--- src/rtl/matvec_pkg.sv ---
// Shared types and helpers for the matrix-vector engine.
// Holds the result-writer state encoding and the 64-bit result packing function.
package matvec_pkg;

    typedef enum logic [1:0] {
        S_IDLE,
        S_WRITE,
        S_DONE
    } wr_state_t;

    localparam int NUM_ROWS  = 8;
    localparam int RESULT_W  = 24;
    localparam int MM_DATA_W = 64;

    // Two results per bus word: lo in bits [31:0], hi in bits [63:32].
    function automatic logic [MM_DATA_W-1:0] pack_word(input logic [31:0] lo,
                                                       input logic [31:0] hi);
        return {hi, lo};
    endfunction

endpackage

--- src/rtl/result_writer_if.sv ---
// Avalon-MM write-master bundle between the result writer and memory.
// Waitrequest is the only slave-driven signal; everything else comes from the master.
interface result_writer_if;
    import matvec_pkg::*;

    logic [31:0]          address;
    logic                 write;
    logic [MM_DATA_W-1:0] writedata;
    logic [7:0]           byteenable;
    logic                 waitrequest;

    modport master (
        output address,
        output write,
        output writedata,
        output byteenable,
        input  waitrequest
    );

    modport slave (
        input  address,
        input  write,
        input  writedata,
        input  byteenable,
        output waitrequest
    );

endinterface

--- src/rtl/result_writer.sv ---
// Purpose: snapshot NUM_RESULTS results on start and write them out as packed 64-bit Avalon-MM words.
// Latency: start at cycle 0 -> writes in cycles 1..NUM_RESULTS/2, done pulse the cycle after the last accept.
// Backpressure: mm waitrequest freezes address/data in place; each stalled cycle adds one cycle.
module result_writer #(
    parameter int          NUM_RESULTS = 8,
    parameter int          RESULT_W    = 24,
    parameter logic [31:0] BASE_ADDR   = 32'h100,
    parameter logic [31:0] ADDR_STRIDE = 32'd1,
    localparam int         CNT_W       = $clog2(NUM_RESULTS / 2 + 1)
) (
    input  logic                clk,
    input  logic                rst_n,
    input  logic                start,
    input  logic [RESULT_W-1:0] c_in [0:NUM_RESULTS-1],
    result_writer_if.master     mm,
    output logic                busy,
    output logic                done,
    output logic [CNT_W-1:0]    words_written
);

    localparam int NUM_WORDS = NUM_RESULTS / 2;
    localparam int IDX_W     = (NUM_WORDS > 1) ? $clog2(NUM_WORDS) : 1;
    localparam logic [IDX_W-1:0] LAST_IDX = IDX_W'(NUM_WORDS - 1);

    matvec_pkg::wr_state_t state;
    logic [IDX_W-1:0]      idx;
    logic [RESULT_W-1:0]   cap [0:NUM_RESULTS-1];

    logic [IDX_W-1:0]                 nxt_idx;
    logic [IDX_W:0]                   sel_lo;
    logic [IDX_W:0]                   sel_hi;
    logic [matvec_pkg::MM_DATA_W-1:0] first_word;
    logic [matvec_pkg::MM_DATA_W-1:0] nxt_word;

    // The following word is pre-computed so an accepted write can be replaced without a bubble.
    always_comb begin
        nxt_idx    = idx + 1'b1;
        sel_lo     = {nxt_idx, 1'b0};
        sel_hi     = {nxt_idx, 1'b1};
        first_word = matvec_pkg::pack_word(32'(c_in[0]), 32'(c_in[1]));
        nxt_word   = matvec_pkg::pack_word(32'(cap[sel_lo]), 32'(cap[sel_hi]));
    end

    always_ff @(posedge clk or negedge rst_n) begin
        if (!rst_n) begin
            state         <= matvec_pkg::S_IDLE;
            idx           <= '0;
            busy          <= 1'b0;
            done          <= 1'b0;
            words_written <= '0;
            mm.address    <= '0;
            mm.write      <= 1'b0;
            mm.writedata  <= '0;
            mm.byteenable <= '0;
            for (int i = 0; i < NUM_RESULTS; i++) begin
                cap[i] <= '0;
            end
        end else begin
            case (state)
                matvec_pkg::S_IDLE: begin
                    done <= 1'b0;
                    if (start) begin
                        cap           <= c_in;
                        idx           <= '0;
                        words_written <= '0;
                        busy          <= 1'b1;
                        mm.write      <= 1'b1;
                        mm.address    <= BASE_ADDR;
                        mm.writedata  <= first_word;
                        mm.byteenable <= 8'hFF;
                        state         <= matvec_pkg::S_WRITE;
                    end
                end
                matvec_pkg::S_WRITE: begin
                    if (!mm.waitrequest) begin
                        words_written <= words_written + 1'b1;
                        if (idx == LAST_IDX) begin
                            mm.write      <= 1'b0;
                            mm.byteenable <= 8'h00;
                            done          <= 1'b1;
                            state         <= matvec_pkg::S_DONE;
                        end else begin
                            idx          <= nxt_idx;
                            mm.address   <= mm.address + ADDR_STRIDE;
                            mm.writedata <= nxt_word;
                        end
                    end
                end
                matvec_pkg::S_DONE: begin
                    // start is deliberately not looked at here.
                    done  <= 1'b0;
                    busy  <= 1'b0;
                    state <= matvec_pkg::S_IDLE;
                end
                default: begin
                    state <= matvec_pkg::S_IDLE;
                end
            endcase
        end
    end

endmodule

--- src/flat_wrapper.sv ---
// flat-port wrapper written by rule: the top's interface ports become plain ports
module result_writer_flat 
#(
    parameter int          NUM_RESULTS = 8,
    parameter int          RESULT_W    = 24,
    parameter logic [31:0] BASE_ADDR   = 32'h100,
    parameter logic [31:0] ADDR_STRIDE = 32'd1,
    localparam int         CNT_W       = $clog2(NUM_RESULTS / 2 + 1)
)
  (clk, rst_n, start, c_in, busy, done, words_written, mm_address, mm_write, mm_writedata, mm_byteenable, mm_waitrequest);
  result_writer_if mm_i ();
  input  logic clk;
  input  logic rst_n;
  input  logic start;
  input  logic [RESULT_W-1:0] c_in[0:NUM_RESULTS-1];
  output logic busy;
  output logic done;
  output logic [CNT_W-1:0] words_written;
  output wire logic [$bits(mm_i.address)-1:0] mm_address;
  output wire logic [$bits(mm_i.write)-1:0] mm_write;
  output wire logic [$bits(mm_i.writedata)-1:0] mm_writedata;
  output wire logic [$bits(mm_i.byteenable)-1:0] mm_byteenable;
  input wire logic [$bits(mm_i.waitrequest)-1:0] mm_waitrequest;
  assign mm_address = mm_i.address;
  assign mm_write = mm_i.write;
  assign mm_writedata = mm_i.writedata;
  assign mm_byteenable = mm_i.byteenable;
  assign mm_i.waitrequest = mm_waitrequest;
  result_writer #(.NUM_RESULTS(NUM_RESULTS), .RESULT_W(RESULT_W), .BASE_ADDR(BASE_ADDR), .ADDR_STRIDE(ADDR_STRIDE)) u_core (.clk(clk), .rst_n(rst_n), .start(start), .c_in(c_in), .mm(mm_i), .busy(busy), .done(done), .words_written(words_written));
endmodule
--- config.mk ---
export PLATFORM = sky130hd
export DESIGN_NAME = result_writer_flat
export DESIGN_NICKNAME = d
export VERILOG_FILES = /design/src/rtl/matvec_pkg.sv /design/src/rtl/result_writer_if.sv /design/src/rtl/result_writer.sv /design/src/flat_wrapper.sv
export SDC_FILE = /design/constraint.sdc
export NUM_CORES = 1
export LEC_CHECK = 0
export CAP_MARGIN = 20
export CELL_PAD_IN_SITES_DETAIL_PLACEMENT = 0
export CELL_PAD_IN_SITES_GLOBAL_PLACEMENT = 1
export CORE_ASPECT_RATIO = 2
export CORE_MARGIN = 2
export CORE_UTILIZATION = 40
export CTS_CLUSTER_DIAMETER = 100
export DETAILED_ROUTE_END_ITERATION = 8
export PLACE_DENSITY_LB_ADDON = 0.1
export SYNTH_ARGS = -nofsm -noshare
export SYNTH_HDL_FRONTEND = slang
export SYNTH_SLANG_ARGS = --single-unit
--- constraint.sdc ---
create_clock -name clk -period 3.24 [get_ports clk]
set_input_delay 0.648 -clock clk [delete_from_list [all_inputs] [get_ports clk]]
set_output_delay 0.648 -clock clk [all_outputs]
set_load 0.03 [all_outputs]
==> run_results.csv, run 1 <==
group,metric,value,unit
sta,worst_pin_slew,0.7261,ns
setup_path,cp_cell_sequence,"ha_2 > or3b_1 > a2111oi_4 > nand4_1 > or3_1 > a21oi_1",
setup_path,critPathKind,"flip-flop to flip-flop",
setup_path,worst-r2r-setup-slack,0.63,ns
power,vdd_drop_max,486.5,uV
detailed_routing,drc_errors,0,
synth,synthCells,907,
setup_path,worst_path_max_delay_cell,"a2111oi_4",
clock_network,tritoncts,"built",
synth,synth_seq_area_share,56.21,%
floorplan,die-area,32910,um^2
synth,synth.distinct_cells,35,
clock_network,postCtsSetupBuffers,0,
detailed_routing,via_count,8259,
clock_network,clk_pin_slew_worst_paths,0.07,ns
sta,maxSlewViolCount,0,
sta,finClkSkew,0.009866,ns
flow_run,cap_viol_max_count,0,
sta,fin_tns_setup,0,ns
synth,synth_edf_count,0,
sta,whs,0.09320,ns
global_route,grt_pass1_wl,49.87,mm
sta,post-route-min-period,2.613,ns
clock_network,h-tree-depth,1,
finish,area_growth,34.71,%
power,p_per_area,944.5,nW/um^2
detailed_routing,drtIter0Drc,289,
global_route,antenna_found_initial,5,
synth,synthArstFlopShare,100.0,%
setup_path,worst-path-buf-inv,0,
setup_path,cp_data_required_time,3.72,ns
floorplan,rows,91,
global_route,use_met2,35.86,%
finish,final_nets,1381,
global_route,grt_overflow,0,
detailed_routing,wl,31.97,mm
detailed_routing,detail_route.wl_per_cell,19.67,um
finish,drive_gt1_share,26.23,%
clock_network,ctsHoldBuffers,0,
sta,fin_crit_sh,80.63,%
min_path,min_path_type,"input pin to asynchronous set/reset pin",
place,place.gp.congestion,0.7536,
clock_network,clk_latency,0.55,ns
synth,syn-cell-area,12550,um^2
clock_network,clockBufferDepth,3,
setup_path,cp_top_family,"simple AND/OR/NAND/NOR gates",
power,leakage,7.008,nW
place,place.port_buffers,289,
floorplan,start_util,40.69,%
global_route,grt_pass1_vias,9022,
sta,relSlewSlack,51.59,%
global_route,grt_util_met1,22.27,%
clock_network,ctsRootBufferMaster,"clkbuf_16",
clock_network,post_cts_resize_count,0,
setup_path,critPathArrivalTime,3.09,ns
sta,clock.fmax,382.8,MHz
floorplan,fp.dieW,129.3,um
sta,rsz0062_at_grt,"false",
sta,finalSetupViolations,0,
floorplan,io_pins,306,
setup_path,critPathCaptureType,"flip-flop",
global_route,grt.met3_usage,3.797,%
synth,yosysWarnings,0,
sta,hold_violations,0,
setup_path,reg2regPathDepth,6,
setup_path,cp_max_fo,5,
clock_network,cts.sinks,282,
clock_network,cts_buffers,28,
detailed_routing,firstDrtPassIters,5,
global_route,grt_most_used_layer,"met2",
setup_path,rr_startpoint,"u_core.idx[0]",
floorplan,die_height,254.5,um
run_status,status,"completed",
setup_path,r2r-end,"u_core.mm.address[25]",
setup_path,max_stage_delay,0.56,ns
global_route,grt_max_degree,102,
setup_path,path_depth,6,
synth,synth-seq-cells,282,
setup_path,start_kind,"flip-flop",
floorplan,core-area,30860,um^2
global_route,grt.total_usage,19.65,%
place,hpwl,22.17,mm
detailed_routing,ant_nets,0,
sta,setup_ws,0.6275,ns
detailed_routing,vias_per_cell,5.082,
synth,avgSynthCellArea,13.84,um^2
place,post-place-ws,0.1992,ns
synth,synth_ff_type,"dfrtp_1",
per-stage QoR:
stage | util, % | instance area (um^2) | total power (W) | instances
finish | 54.81 | 16910 | 0.01597 | 1625
global route | 54.80 | 16910 | 0.01699 | 1623
CTS | 54.76 | 16900 | 0.01624 | 1619
detailed placement | 51.76 | 15970 | 0.01291 | 1570
global placement | 51.76 | 15970 | 0.01272 | 1570
floorplan | - | 12610 | 0.01061 | 922
kinds of logic after synthesis:
kind of cell | count (synthesis) | share of synthesized area (%)
buffers and inverters | 85 | 3.269
AOI/OAI and AO/OA | 79 | 3.448
xor gates and xnor gates | 21 | 1.465
and+or+nand+nor | 147 | 5.531
other | 1 | 0.02987
DFF | 282 | 56.21
muxes | 289 | 29.75
adders and majority gates | 3 | 0.2990
worst max path at each step:
| stage | start | end | slack, ns |
|---|---|---|---|
| floorplan | mm_waitrequest | u_core.mm.address[27] | 0.77 |
| global placement | mm_waitrequest | u_core.mm.address[31] | 0.22 |
| detailed placement | mm_waitrequest | u_core.mm.address[27] | 0.20 |
| CTS | u_core.idx[0] | u_core.mm.address[27] | 0.60 |
| global route | u_core.idx[0] | u_core.mm.writedata[50] | 0.48 |
| finish | u_core.idx[0] | u_core.mm.address[25] | 0.63 |
power breakdown:
group,internal (W),switching [W]
combinational,0.00366,0.00307
sequential,0.00513,0.000825
clock,0.00192,0.00137
total,0.0107,0.00527
flip-flops by register name (all words and copies together), names as in the netlist:
name                  flops
u_core.cap              192
u_core.mm.writedata      48
u_core.mm.address        32
u_core.words_written      3
u_core.idx                2
u_core.state              2
u_core.busy               1
u_core.done               1
u_core.mm.byteenable      1
metal layers:
metal	wire length (um)	vias to the layer above
met4	1058	2
met1	11680	4197
met2	17570	221
met3	1647	58
met5	13	-
li1	-	3781
placed cells by master, fill, tap and decap left out, types with 2 or more instances in the layout:
cell type,n
ha_1,2
nor2_1,21
diode_2,6
xor2_1,18
mux2_2,193
xnor2_1,3
conb_1,16
clkinv_2,3
nand2_1,67
clkdlybuf4s50_1,288
and4_1,3
clkbuf_1,6
buf_4,12
nor2b_1,3
and3_1,4
clkbuf_8,9
o21ai_0,61
mux4_2,48
nand3_1,15
buf_12,11
dfrtp_1,281
and2_1,2
mux2i_1,48
nand4_1,14
inv_1,3
clkbuf_16,29
or3_1,10
a21oi_1,12
worst register-to-register path: stages, from the launching register on:
cell	delay (ns)
dfrtp_4	0.48
ha_2	0.20
or3b_1	0.50
a2111oi_4	0.56
nand4_1	0.28
or3_1	0.37
a21oi_1	0.15
cells in the mapped netlist (10+ instances only):
| cell | number | area share (%) |
|---|---|---|
| a21oi_1 | 12 | 0.48 |
| buf_4 | 24 | 1.4 |
| clkbuf_1 | 52 | 1.6 |
| dfrtp_1 | 282 | 56 |
| mux2_2 | 193 | 17 |
| mux2i_1 | 48 | 3.8 |
| mux4_2 | 48 | 8.6 |
| nand2_1 | 67 | 2.0 |
| nand3_1 | 15 | 0.60 |
| nand4_1 | 14 | 0.70 |
| nor2_1 | 22 | 0.66 |
| o21ai_0 | 61 | 2.4 |
| or3_1 | 10 | 0.50 |
| xor2_1 | 18 | 1.3 |
area by class of cell:
class | count | area, um^2
fill | 2720 | 13940
sequential | 282 | 7061
multi-input combinational | 555 | 5169
timing repair buffer | 312 | 3208
clock buffer | 44 | 872.1
tap | 418 | 523.0
clock inverter | 5 | 53.80
antenna | 6 | 15.01
inverter | 3 | 11.26
Power figures use the tool's default switching activity.
==> run 2, diff against run 1 <==
CORE_UTILIZATION = 36   (was 40)
clock period = 2.1 ns   (was 3.24 ns; I/O delays follow)
==> run 2 against run 1 <==
Effect of this change: the run now ends with negative setup slack left; worst hold slack improved by 0.26 ns; clock skew rose by 0.011 ns; clock power rose by 64%; register-to-register slack got worse by 0.84 ns; power rose by 67%; combinational power rose by 78%; via count rose by 4.1%; clock-buffer cell count fell by 7; largest power group unchanged; setup slack got worse by 0.84 ns; maximum frequency rose by 13%; die area rose by 11%; highest routed layer unchanged.
==> run_results.csv, run 2 (synthesis gave the netlist of run 1 again) <==
group,metric,value,unit
run_status,status,"finished with violations",
run_status,violations,"negative setup slack",
finish,final_cell_mix,"dfrtp_1, clkdlybuf4s50_1, mux2_2, nand2_1",
detailed_routing,drtIter0Drc,252,
setup_path,critPathKind,"flip-flop to flip-flop",
global_route,grt.total_usage,19.29,%
power,p_per_area,1488,nW/um^2
sta,fin_crit_sh,110.2,%
setup_path,critPathArrivalTime,2.81,ns
floorplan,core-area,34350,um^2
finish,regMostFlops,"u_core.cap",
setup_path,cp_max_fo,5,
place,place.port_buffers,289,
place,hpwl,25.46,mm
clock_network,clk_pin_slew_worst_paths,0.06,ns
floorplan,fp.dieW,136.1,um
flow_run,cap_viol_max_count,0,
global_route,grt_overflow,0,
detailed_routing,via_count,8601,
sta,clock.fmax,432.3,MHz
floorplan,io_pins,306,
finish,final_cells,1707,
detailed_routing,ant_nets,0,
sta,relSlewSlack,61.39,%
floorplan,rows,96,
detailed_routing,detail_route.wl_per_cell,21.96,um
setup_path,reg2regPathDepth,7,
global_route,use_met2,37.16,%
detailed_routing,vias_per_cell,5.039,
finish,area_growth,42.40,%
clock_network,cts_buffers,29,
min_path,min_path_type,"input pin to asynchronous set/reset pin",
sta,finalSetupViolations,66,
power,leakage,7.731,nW
clock_network,h-tree-depth,1,
sta,hold_violations,0,
sta,finClkSkew,0.02105,ns
clock_network,tritoncts,"built",
finish,final_nets,1439,
setup_path,start_kind,"flip-flop",
floorplan,die_height,268.1,um
global_route,grt.met3_usage,3.396,%
global_route,grt_max_degree,64,
finish,drive_gt1_share,32.73,%
place,place_area,16370,um^2
detailed_routing,drc_errors,0,
sta,worst_pin_slew,0.5791,ns
floorplan,die-area,36470,um^2
place,post-place-ws,-0.4291,ns
clock_network,ctsRootBufferMaster,"clkbuf_16",
sta,rsz0062_at_grt,"true",
floorplan,start_util,36.55,%
sta,post-route-min-period,2.313,ns
detailed_routing,firstDrtPassIters,4,
global_route,grt_pass1_wl,53.19,mm
finish,fin_area,17880,um^2
clock_network,clockBufferDepth,3,
setup_path,cp_data_required_time,2.59,ns
detailed_routing,wl,37.49,mm
clock_network,clk_latency,0.56,ns
place,placed_cells,1632,
place,place.gp.congestion,0.7973,
global_route,grt_most_used_layer,"met2",
finish,largest_reg_flops,192,
finish,mostFrequentLayoutCell,"dfrtp_1",
power,vdd_drop_max,829.6,uV
finish,reg.largest.list,"u_core.cap: 192 flops, u_core.mm.writedata: 48 flops, u_core.mm.address: 32 flops",
sta,setup_ws,-0.2133,ns
global_route,antenna_found_initial,5,
setup_path,critPathCaptureType,"flip-flop",
sta,maxSlewViolCount,0,
global_route,grt_util_met1,20.22,%
clock_network,cts.sinks,282,
global_route,grt_pass1_vias,9323,
-- run 2: changes by cell type in the layout (fill, tap and decap cells not counted), moves of 26 or more --
cell	change
clkdlybuf4s50_1	-53
buf_4	+30
o21ai_0	-35
dlygate4sd2_1	+44
o21ai_1	+26
-- run 2: what timing repair did --
| action | 4_1_cts | 5_1_grt |
|---|---|---|
| hold endpoints to repair | 41 | 0 |
| endpoints found under the setup margin | 71 | 87 |
| pin swaps | 8 | 10 |
| cloned | 0 | 10 |
| hold buffers | 1 | 0 |
| setup buffers | 1 | 6 |
| gates resized for setup | 63 | 93 |
-- run 2: through the flow --
step / util (%) / TNS, ns / power (W) / hold WS [ns]
4_1_cts: 50.68 / -2.404 / 0.02588 / 0.3750
2_1_floorplan: - / -1.919 / 0.01639 / 0.1244
6_report: 52.04 / -4.758 / 0.02661 / 0.3575
5_1_grt: 52.03 / -9.136 / 0.02814 / 0.3799
3_5_place_dp: 47.65 / -32.00 / 0.02045 / 0.3758
3_3_place_gp: 47.65 / -29.14 / 0.02021 / 0.3721
-- run 2: area by class of cell --
type | count | area [um^2]
diodes | 4 | 10.01
clock buffers | 37 | 795.8
clock inverters | 16 | 192.7
fillers | 3086 | 16480
inverters | 3 | 11.26
multi-input cells | 555 | 5343
flip-flops and latches | 282 | 7061
well taps | 441 | 551.8
repair buffers | 369 | 3913
-- run 2: where the power goes --
group          internal (W)  leakage, nW  switching (W)
sequential          0.00792         3.40        0.00133
clock               0.00317        0.488        0.00222
combinational       0.00652         3.84        0.00546
-- run 2: path summary, 6_finish.rpt --
check                                        start                       to  slack, ns
hold / removal                               rst_n    u_core.mm.address[28]       0.36
setup reg to reg                     u_core.idx[0]    u_core.mm.address[25]      -0.21
hold reg to reg            u_core.mm.writedata[19]  u_core.mm.writedata[19]       0.48
max in group asynchronous                    rst_n          u_core.cap[159]       0.95
min in group clk                          c_in[98]           u_core.cap[98]       0.46
setup / recovery                     u_core.idx[0]    u_core.mm.address[25]      -0.21
-- run 2: critical path, stage by stage, from the launching register on --
cell       delay, ns
dfrtp_4         0.49
ha_4            0.17
or3b_4          0.40
a2111oi_4       0.32
buf_6           0.17
nand4_1         0.16
or3_4           0.42
a21oi_2         0.13
-- run 2: metal layers --
| metal | wire length (um) | vias to the layer above |
|---|---|---|
| met3 | 1713 | 50 |
| met4 | 1045 | 2 |
| met5 | 13 | - |
| met1 | 13080 | 4431 |
| met2 | 21630 | 218 |
| li1 | - | 3900 |
==> run 3, diff against run 2 <==
CORE_UTILIZATION = 37   (was 36)
CTS_BUF_LIST = sky130_fd_sc_hd__clkbuf_4   (was default)
==> run 3 against run 2 <==
Effect of this change: the flow still finishes with violations (negative setup slack); clock skew rose by 0.0013 ns; worst hold slack got worse by 0.13 ns; maximum frequency fell by 1.0%; non-clock buffer count rose by 14; first-iteration DRC count rose by 13%; clock-buffer cell count rose by 66; utilization rose by 1.5 points; global-route usage rose by 0.88 points; clock power fell by 14%; sequential cell count did not move; critical endpoint is now u_core.mm.address[31]; largest cell class unchanged.
==> run_results.csv, run 3 (synthesis gave the netlist of run 1 again) <==
group,metric,value,unit
finish,post-route-util,53.58,%
power,vdd_drop_max,839.9,uV
setup_path,critPathCaptureType,"flip-flop",
clock_network,clk_latency,0.72,ns
flow_run,cap_viol_max_count,0,
sta,finalSetupViolations,77,
floorplan,io_pins,306,
place,place.port_buffers,289,
place,place.gp.congestion,0.8025,
sta,setup_ws,-0.2377,ns
detailed_routing,detail_route.wl_per_cell,21.93,um
place,placed_cells,1636,
sta,hold_violations,0,
sta,finClkSkew,0.02240,ns
power,p_per_area,1453,nW/um^2
detailed_routing,ant_nets,0,
sta,maxSlewViolCount,0,
global_route,antenna_found_initial,4,
setup_path,critPathArrivalTime,2.97,ns
finish,multiInputGateArea,5400,um^2
finish,reg.largest.list,"u_core.cap: 192 flops, u_core.mm.writedata: 48 flops, u_core.mm.address: 32 flops",
detailed_routing,wl,39.21,mm
sta,fin_tns_setup,-5.673,ns
clock_network,clk_pin_slew_worst_paths,0.07,ns
setup_path,cp_data_required_time,2.73,ns
clock_network,tritoncts,"built",
floorplan,rows,95,
finish,largest_reg_flops,192,
sta,clock.fmax,427.8,MHz
global_route,grt_max_degree,102,
detailed_routing,firstDrtPassIters,4,
clock_network,clockBufferDepth,3,
clock_network,h-tree-depth,3,
detailed_routing,vias_per_cell,4.999,
finish,fillers,2997,
sta,post-route-min-period,2.338,ns
detailed_routing,drc_errors,0,
clock_network,cts_buffers,72,
place,hpwl,24.60,mm
global_route,grt_overflow,0,
sta,rsz0062_at_grt,"true",
finish,regMostFlops,"u_core.cap",
setup_path,cp_max_fo,6,
floorplan,die_height,264.5,um
sta,worst_pin_slew,0.5995,ns
global_route,grt_pass1_vias,9552,
finish,final_cells,1788,
setup_path,start_kind,"flip-flop",
finish,drive_gt1_share,38.43,%
global_route,grt.total_usage,20.17,%
finish,final_cell_mix,"dfrtp_1, clkdlybuf4s50_1, mux2_2, clkbuf_4, dlygate4sd2_1",
finish,area_growth,43.04,%
sta,fin_crit_sh,111.3,%
finish,mostFrequentLayoutCell,"dfrtp_1",
finish,register_area,7062,um^2
floorplan,core-area,33520,um^2
power,leakage,7.885,nW
setup_path,rr_startpoint,"u_core.idx[0]",
floorplan,die-area,35510,um^2
clock_network,ctsRootBufferMaster,"clkbuf_4",
detailed_routing,drtIter0Drc,285,
detailed_routing,via_count,8938,
floorplan,fp.dieW,134.3,um
run_status,status,"finished with violations",
finish,final_nets,1496,
run_status,violations,"negative setup slack",
sta,whs,0.2239,ns
setup_path,critPathKind,"flip-flop to flip-flop",
clock_network,cts.sinks,282,
min_path,min_path_type,"input pin to asynchronous set/reset pin",
floorplan,start_util,37.45,%
setup_path,cp-startpoint,"u_core.idx[0]",
global_route,grt_pass1_wl,54.12,mm
sta,relSlewSlack,60.03,%
[run 3: cell count changes in the layout (fill, tap and decap cells not counted), moves of 12 or more]
cell             delta
clkbuf_4          +103
clkbuf_16          -26
clkinv_1           +16
nand2_1            -12
dlygate4sd2_1      +31
clkdlybuf4s50_1    -41
[run 3: path summary, 6_finish.rpt]
check	to	slack (ns)	cells after the start
setup / recovery	u_core.mm.address[31]	-0.24	8
hold / removal	u_core.mm.writedata[12]	0.22	2
setup reg to reg	u_core.mm.address[31]	-0.24	8
hold reg to reg	u_core.mm.writedata[4]	0.48	2
max in group asynchronous	u_core.cap[58]	1.14	3
min in group clk	u_core.cap[33]	0.31	2
[run 3: repair_timing]
action | 4_1_cts | 5_1_grt
hold buffers | 1 | 0
buffers inserted | 1 | 6
cloned | 0 | 15
setup endpoints to repair | 147 | 71
gates resized for setup | 130 | 117
pin swaps | 9 | 11
endpoints found under the hold margin | 60 | 0
[run 3: cell type report]
| class | instances | share of cell area [%] |
|---|---|---|
| diodes | 4 | 0.05574 |
| well taps | 436 | 3.038 |
| clock buffers | 103 | 4.306 |
| multi-input cells | 555 | 30.07 |
| flip-flops and latches | 282 | 39.32 |
| clock inverters | 22 | 0.6340 |
| repair buffers | 383 | 22.51 |
| inverters | 3 | 0.06270 |
[run 3: power breakdown]
part | leakage (nW) | switching, W | internal (W) | total (W)
sequential | 3.40 | 0.00134 | 0.00791 | 0.00925
combinational | 3.95 | 0.00574 | 0.00646 | 0.0122
clock | 0.533 | 0.00225 | 0.00238 | 0.00464
total | 7.88 | 0.00933 | 0.0168 | 0.0261
[run 3: critical path, stage by stage, from the launching register on]
cell and delay (ns):
dfrtp_4 0.49, ha_4 0.17, or3b_4 0.39, a2111oi_4 0.29, buf_4 0.20, buf_6 0.10
nand3_4 0.09, or3_4 0.40, a21oi_2 0.13
[run 3: layer usage]
| layer | up-vias | track usage (%) | part of all wire, % | wire [um] |
|---|---|---|---|---|
| met4 | 2 | 7.909 | 2.3 | 896 |
| met5 | - | 0 | 0.028 | 11 |
| met3 | 57 | 5.278 | 5.1 | 1990 |
| met2 | 282 | 37.74 | 58 | 22670 |
| li1 | 4075 | - | - | - |
| met1 | 4522 | 21.13 | 35 | 13650 |
[run 3: per-stage QoR]
stage / setup WS [ns] / total power (W) / instance area, um^2
after floorplan: -0.2234 / 0.01639 / 12640
after global placement: -0.5444 / 0.02019 / 16480
after detailed placement: -0.5396 / 0.02046 / 16480
after CTS: -0.2343 / 0.02488 / 17370
after global routing: -0.3187 / 0.02778 / 17960
final: -0.2377 / 0.02609 / 17960
